--- src/rtl/mem_arbiter.sv ---
// mem_arbiter: shares one memory bus between instruction fetch and the data stage.
// Data has priority; a burst counter guarantees fetch a slot after DATA_BURST_MAX data grants.
`default_nettype none
`timescale 1ns/1ps

module mem_arbiter #(
   parameter int DATA_BURST_MAX = 4
) (
   input  logic        clk,
   input  logic        resetn,

   input  logic        ireq_valid,
   input  logic [63:0] ireq_addr,
   output logic        iresp_ok,
   output logic [31:0] iresp_data,

   input  logic        dreq_valid,
   input  logic        dreq_write,
   input  logic [63:0] dreq_addr,
   input  logic [2:0]  dreq_size,
   input  logic [63:0] dreq_data,
   input  logic [7:0]  dreq_strobe,
   output logic        dresp_ok,
   output logic [63:0] dresp_data,

   output logic        bus_valid,
   output logic        bus_write,
   output logic [63:0] bus_addr,
   output logic [2:0]  bus_size,
   output logic [63:0] bus_data,
   output logic [7:0]  bus_strobe,
   input  logic        bus_ready,
   input  logic        bus_rvalid,
   input  logic [63:0] bus_rdata
);

   typedef enum logic [1:0] {
      IDLE = 2'd0,
      REQ  = 2'd1,
      WAIT = 2'd2,
      DONE = 2'd3
   } state_t;

   localparam logic [3:0] BURST_MAX = 4'(DATA_BURST_MAX);

   state_t     state;
   logic       own_d;
   logic [3:0] dcnt;
   logic       data_wins;

   // Fetch only overrides data once data has used up its burst allowance.
   assign data_wins = dreq_valid && !(ireq_valid && (dcnt == BURST_MAX));

   always_ff @(posedge clk or negedge resetn) begin
      if (!resetn) begin
         state      <= IDLE;
         own_d      <= 1'b0;
         dcnt       <= 4'd0;
         bus_valid  <= 1'b0;
         bus_write  <= 1'b0;
         bus_addr   <= 64'd0;
         bus_size   <= 3'd0;
         bus_data   <= 64'd0;
         bus_strobe <= 8'd0;
         iresp_ok   <= 1'b0;
         iresp_data <= 32'd0;
         dresp_ok   <= 1'b0;
         dresp_data <= 64'd0;
      end else begin
         case (state)
            IDLE: begin
               if (ireq_valid || dreq_valid) begin
                  state     <= REQ;
                  bus_valid <= 1'b1;
                  own_d     <= data_wins;
                  if (data_wins) begin
                     bus_write  <= dreq_write;
                     bus_addr   <= dreq_addr;
                     bus_size   <= dreq_size;
                     bus_data   <= dreq_data;
                     bus_strobe <= dreq_strobe;
                     if (!ireq_valid)
                        dcnt <= 4'd0;
                     else if (dcnt != BURST_MAX)
                        dcnt <= dcnt + 4'd1;
                  end else begin
                     bus_write  <= 1'b0;
                     bus_addr   <= ireq_addr;
                     bus_size   <= 3'b010;
                     bus_data   <= 64'd0;
                     bus_strobe <= 8'd0;
                     dcnt       <= 4'd0;
                  end
               end
            end
            REQ: begin
               if (bus_ready) begin
                  bus_valid <= 1'b0;
                  state     <= WAIT;
               end
            end
            WAIT: begin
               if (bus_rvalid) begin
                  state <= DONE;
                  if (own_d) begin
                     dresp_ok   <= 1'b1;
                     dresp_data <= bus_write ? 64'd0 : bus_rdata;
                  end else begin
                     iresp_ok   <= 1'b1;
                     iresp_data <= bus_addr[2] ? bus_rdata[63:32] : bus_rdata[31:0];
                  end
               end
            end
            DONE: begin
               // No arbitration here: requesters get a cycle to drop or replace their valid.
               iresp_ok   <= 1'b0;
               dresp_ok   <= 1'b0;
               iresp_data <= 32'd0;
               dresp_data <= 64'd0;
               state      <= IDLE;
            end
            default: state <= IDLE;
         endcase
      end
   end

endmodule

`default_nettype wire

--- config.mk ---
export PLATFORM = sky130hd
export DESIGN_NAME = mem_arbiter
export DESIGN_NICKNAME = d
export VERILOG_FILES = /design/src/rtl/mem_arbiter.sv
export SDC_FILE = /design/constraint.sdc
export NUM_CORES = 1
export LEC_CHECK = 0
export CORE_AREA = 2 2 201 203
export DETAILED_ROUTE_END_ITERATION = 10
export DIE_AREA = 0 0 203 205
export GPL_TIMING_DRIVEN = 0
export HOLD_SLACK_MARGIN = 0.1
export PLACE_DENSITY = 0.67
export SYNTH_ARGS = -nofsm -noshare
export SYNTH_HDL_FRONTEND = slang
export SYNTH_SLANG_ARGS = --single-unit
export TNS_END_PERCENT = 10
--- constraint.sdc ---
create_clock -name clk -period 3.8 [get_ports clk]
set_input_delay 0.57 -clock clk [delete_from_list [all_inputs] [get_ports clk]]
set_output_delay 0.57 -clock clk [all_outputs]
set_load 0.05 [all_outputs]
==> summary.txt <==
Power
  • Tot Pwr: roughly 18 mW
  • Worst vdd ir: 0.487 mV
  • Power Density: 1050 nW/um^2
  • Leak Pwr: 7.16 nW

Clocking
  • Post-CTS Resized: 0
  • Clock Tree Buf Depth: 3
  • CTS tree: yes
  • Root Buffer: clkbuf_16
  • Htree depth: 1
  • Post-CTS setup repair buffer count: 0
  • CTS Buf Count: 28
  • Worst skew pair latency: 560 ps
  • Clk slew on worst S/H paths: 60 ps
  • Sink Count: 246

Yosys
  • Yosys warns: 0
  • Leading post-synthesis cells by cell area: dfrtp_1, a22o_1, nand2_1
  • Share of the synthesized area in the top cell type: 59.8%
  • Synth area leader: dfrtp_1
  • Commonest cells post-synth: dfrtp_1, a22o_1, nand2_1
  • Synth unique cells: 31
  • Synthesized cell area: 10,300 sq um
  • Number of enable flip-flop cells after synthesis: 0
  • Synth Net Count: 1,149
  • Register area share after synthesis: 59.8%
  • Synthesized instance count: 869
  • Most frequent cell after synthesis: dfrtp_1
  • Post-synth ARST share: between 90% and 100%
  • Avg Cell Area, Syn: 11.8 sq um
  • Main flop type after synthesis: dfrtp_1
  • Post-synthesis register bit count: roughly 250

Route
  • First-pass iteration count of the detailed router: 4
  • DRT iter0 DRCs: 424
  • Wire length per cell: 20.5 microns
  • Final WL: around 40,000 microns
  • Vias/cell: 4.85
  • DRT antenna net count: 0
  • DRC: 0
  • Vias after detailed routing: 9,503

Min path
  • HP Class: reg -> reg
  • Hold Crit Depth: 2
  • Worst hold start: bus_addr[6]
  • Hold Path End: bus_addr[6]

Worst setup path
  • Setup crit start kind: flop
  • Top delay family on crit path: buffers and inverters
  • Crit path kind: reg -> out
  • Worst EP arrival: 1900 ps
  • Cell count of the worst reg-to-reg path: 7
  • Critical Path End Type: primary output
  • Worst R2R End: bus_addr[44]
  • Critical path buffers and inverters: 1
  • Critical path's largest stage delay: 900 ps
  • R2r setup slk: 1360 ps
  • Crit path required time: 3230 ps
  • Worst path cell trace: clkdlybuf4s50_1
  • Max FO, Critical Path: 3
  • Worst R2R Start: state[0]
  • CP max-delay cell: clkdlybuf4s50_1

Floorplan
  • Die area: ~42,000 sq um
  • Core box area: 39,400 sq um
  • Die height: ~200 microns
  • Top-Level Pins: 513
  • Rows: 73
  • Initial Util: 26.1%
  • Die X: 203 microns

Cells and area
  • FILL cells: 3,705
  • Area grow syn2layout: 65.9%
  • Area of the multi-input gates: 3720 sq um
  • # diodes: 0
  • Post-layout util: between 40% and 50%
  • Final nets: 1,693
  • Reg area: roughly 6200 sq um
  • Layout cell share with drive strength beyond 1: 8.93%

STA
  • Post-route clock period utilization: 65.1%
  • Max Fclk: 404 MHz
  • Minimum clock period: 2470 ps
  • Max Slew Vio Count: 0
  • Rel. slew slack: 56.9%
  • Slew at the pin closest to its max-slew limit: 646 ps
  • Hold_ws: 493 ps
  • Final Hold Fails: 0
  • Clock skew: 16.7 ps
  • Setup WS post-layout: 1330 ps
  • Final setup TNS: 0 ps
  • Final setup viols: 0
  • RSZ-0062 raised after global routing: false

Placement
  • Hpwl dp: between 30,000 and 40,000 microns
  • IO buf count: just over 500
  • Dpl ws: 1030 ps
  • Placer Congestion: 0.903

GRT
  • Initial antenna violation count: 2
  • Number of global-route vias before repair: 9,977
  • Grt total ovfl: 0
  • Pin count of the biggest net entering global routing: 107
  • Tot GR Track Use: a little under a fifth
  • First-pass GRT wire length: 59,800 microns

Run status
  • Outcome: completed

Run
  • Max-cap viol count: 0
flip-flops by register name (all words and copies together), names as in the netlist:
signal	flops
bus_data	64
iresp_data	32
dresp_data	64
bus_write	1
iresp_ok	1
dcnt	4
bus_strobe	8
dresp_ok	1
state	2
bus_addr	64
bus_valid	1
bus_size	3
own_d	1
area by class of cell:
cell class	instances	area share [%]
Multi-Input combinational cell	533	21.8
Timing Repair Buffer	514	30.4
Clock buffer	45	5.02
Sequential cell	246	36.1
Inverter	6	0.132
Clock inverter	5	0.455
Buffer	84	2.25
Tap cell	525	3.85
metal layers:
layer | wire, microns | GRT usage, % | vias to the layer above
met2 | 18900 | 30.8 | 437
met1 | 16200 | 22.6 | 4680
met5 | 13 | 0 | -
li1 | - | - | 4304
met4 | 1640 | 7.87 | 2
met3 | 3370 | 5.06 | 80
layout by cell type (no fill, tap or decap), types with 2 or more instances in the layout:
master | synthesis | routed
clkdlybuf4s50_1 | 0 | 510
dfrtp_1 | 246 | 246
a22o_1 | 140 | 140
nand2_1 | 131 | 131
nand4_1 | 64 | 64
o211ai_1 | 64 | 64
clkbuf_1 | 37 | 46
buf_2 | 40 | 40
mux2_2 | 36 | 36
nor2_1 | 34 | 34
mux2i_1 | 32 | 32
clkbuf_16 | 0 | 29
clkbuf_8 | 0 | 7
inv_1 | 6 | 6
ha_1 | 6 | 6
buf_4 | 5 | 5
nand3_1 | 4 | 4
nor2b_1 | 3 | 3
nor3b_1 | 3 | 3
o21a_1 | 2 | 2
buf_1 | 2 | 2
a221o_1 | 2 | 2
bufinv_16 | 0 | 2
clkinv_2 | 0 | 2
buf_16 | 0 | 2
worst max path at each step:
stage,start,endpoint,slack (ps),cells past startpoint
4_1_cts,bus_write,bus_write,1260,1
3_3_place_gp,resetn,bus_addr[26],-8660,1
6_report,bus_write,bus_write,1330,1
2_1_floorplan,bus_addr[2],iresp_data[0],2060,5
5_1_grt,state[0],bus_addr[44],1220,7
3_5_place_dp,ireq_valid,bus_addr[2],1030,5
what timing repair did:
action | CTS | global route
hold buffers | 1 | 0
endpoints found under the setup margin | 0 | 0
hold endpoints to repair | 44 | 0
worst min-delay path, cell delays in order, from the launching register on:
cell,delay [ps]
dfrtp_1,340
nand2_1,50
o211ai_1,70
stage by stage:
step                instance area, sq um  cells
floorplan                          10300    869
global placement                   16100   1905
detailed placement                 16100   1907
CTS                                17100   1958
global route                       17100   1958
finish                             17100   1958
logic make-up (layout without fill, tap and decap cells):
group / after synthesis / in the layout / synth area share (%)
buffers and inverters: 90 / 654 / 3.95
muxes: 68 / 68 / 7.06
AOI/OAI and AO/OA: 215 / 215 / 17.5
DFF: 246 / 246 / 59.8
adders and majority gates: 6 / 6 / 0.730
and+or+nand+nor: 244 / 244 / 10.9
report_power, final:
part	total (mW)	leakage, nW	internal, mW	switching (mW)
sequential	4.64	3.14	3.86	0.782
combinational	10.5	3.57	3.68	6.78
clock	2.76	0.455	1.66	1.10
Note: power is estimated with default switching activity, not from simulation.
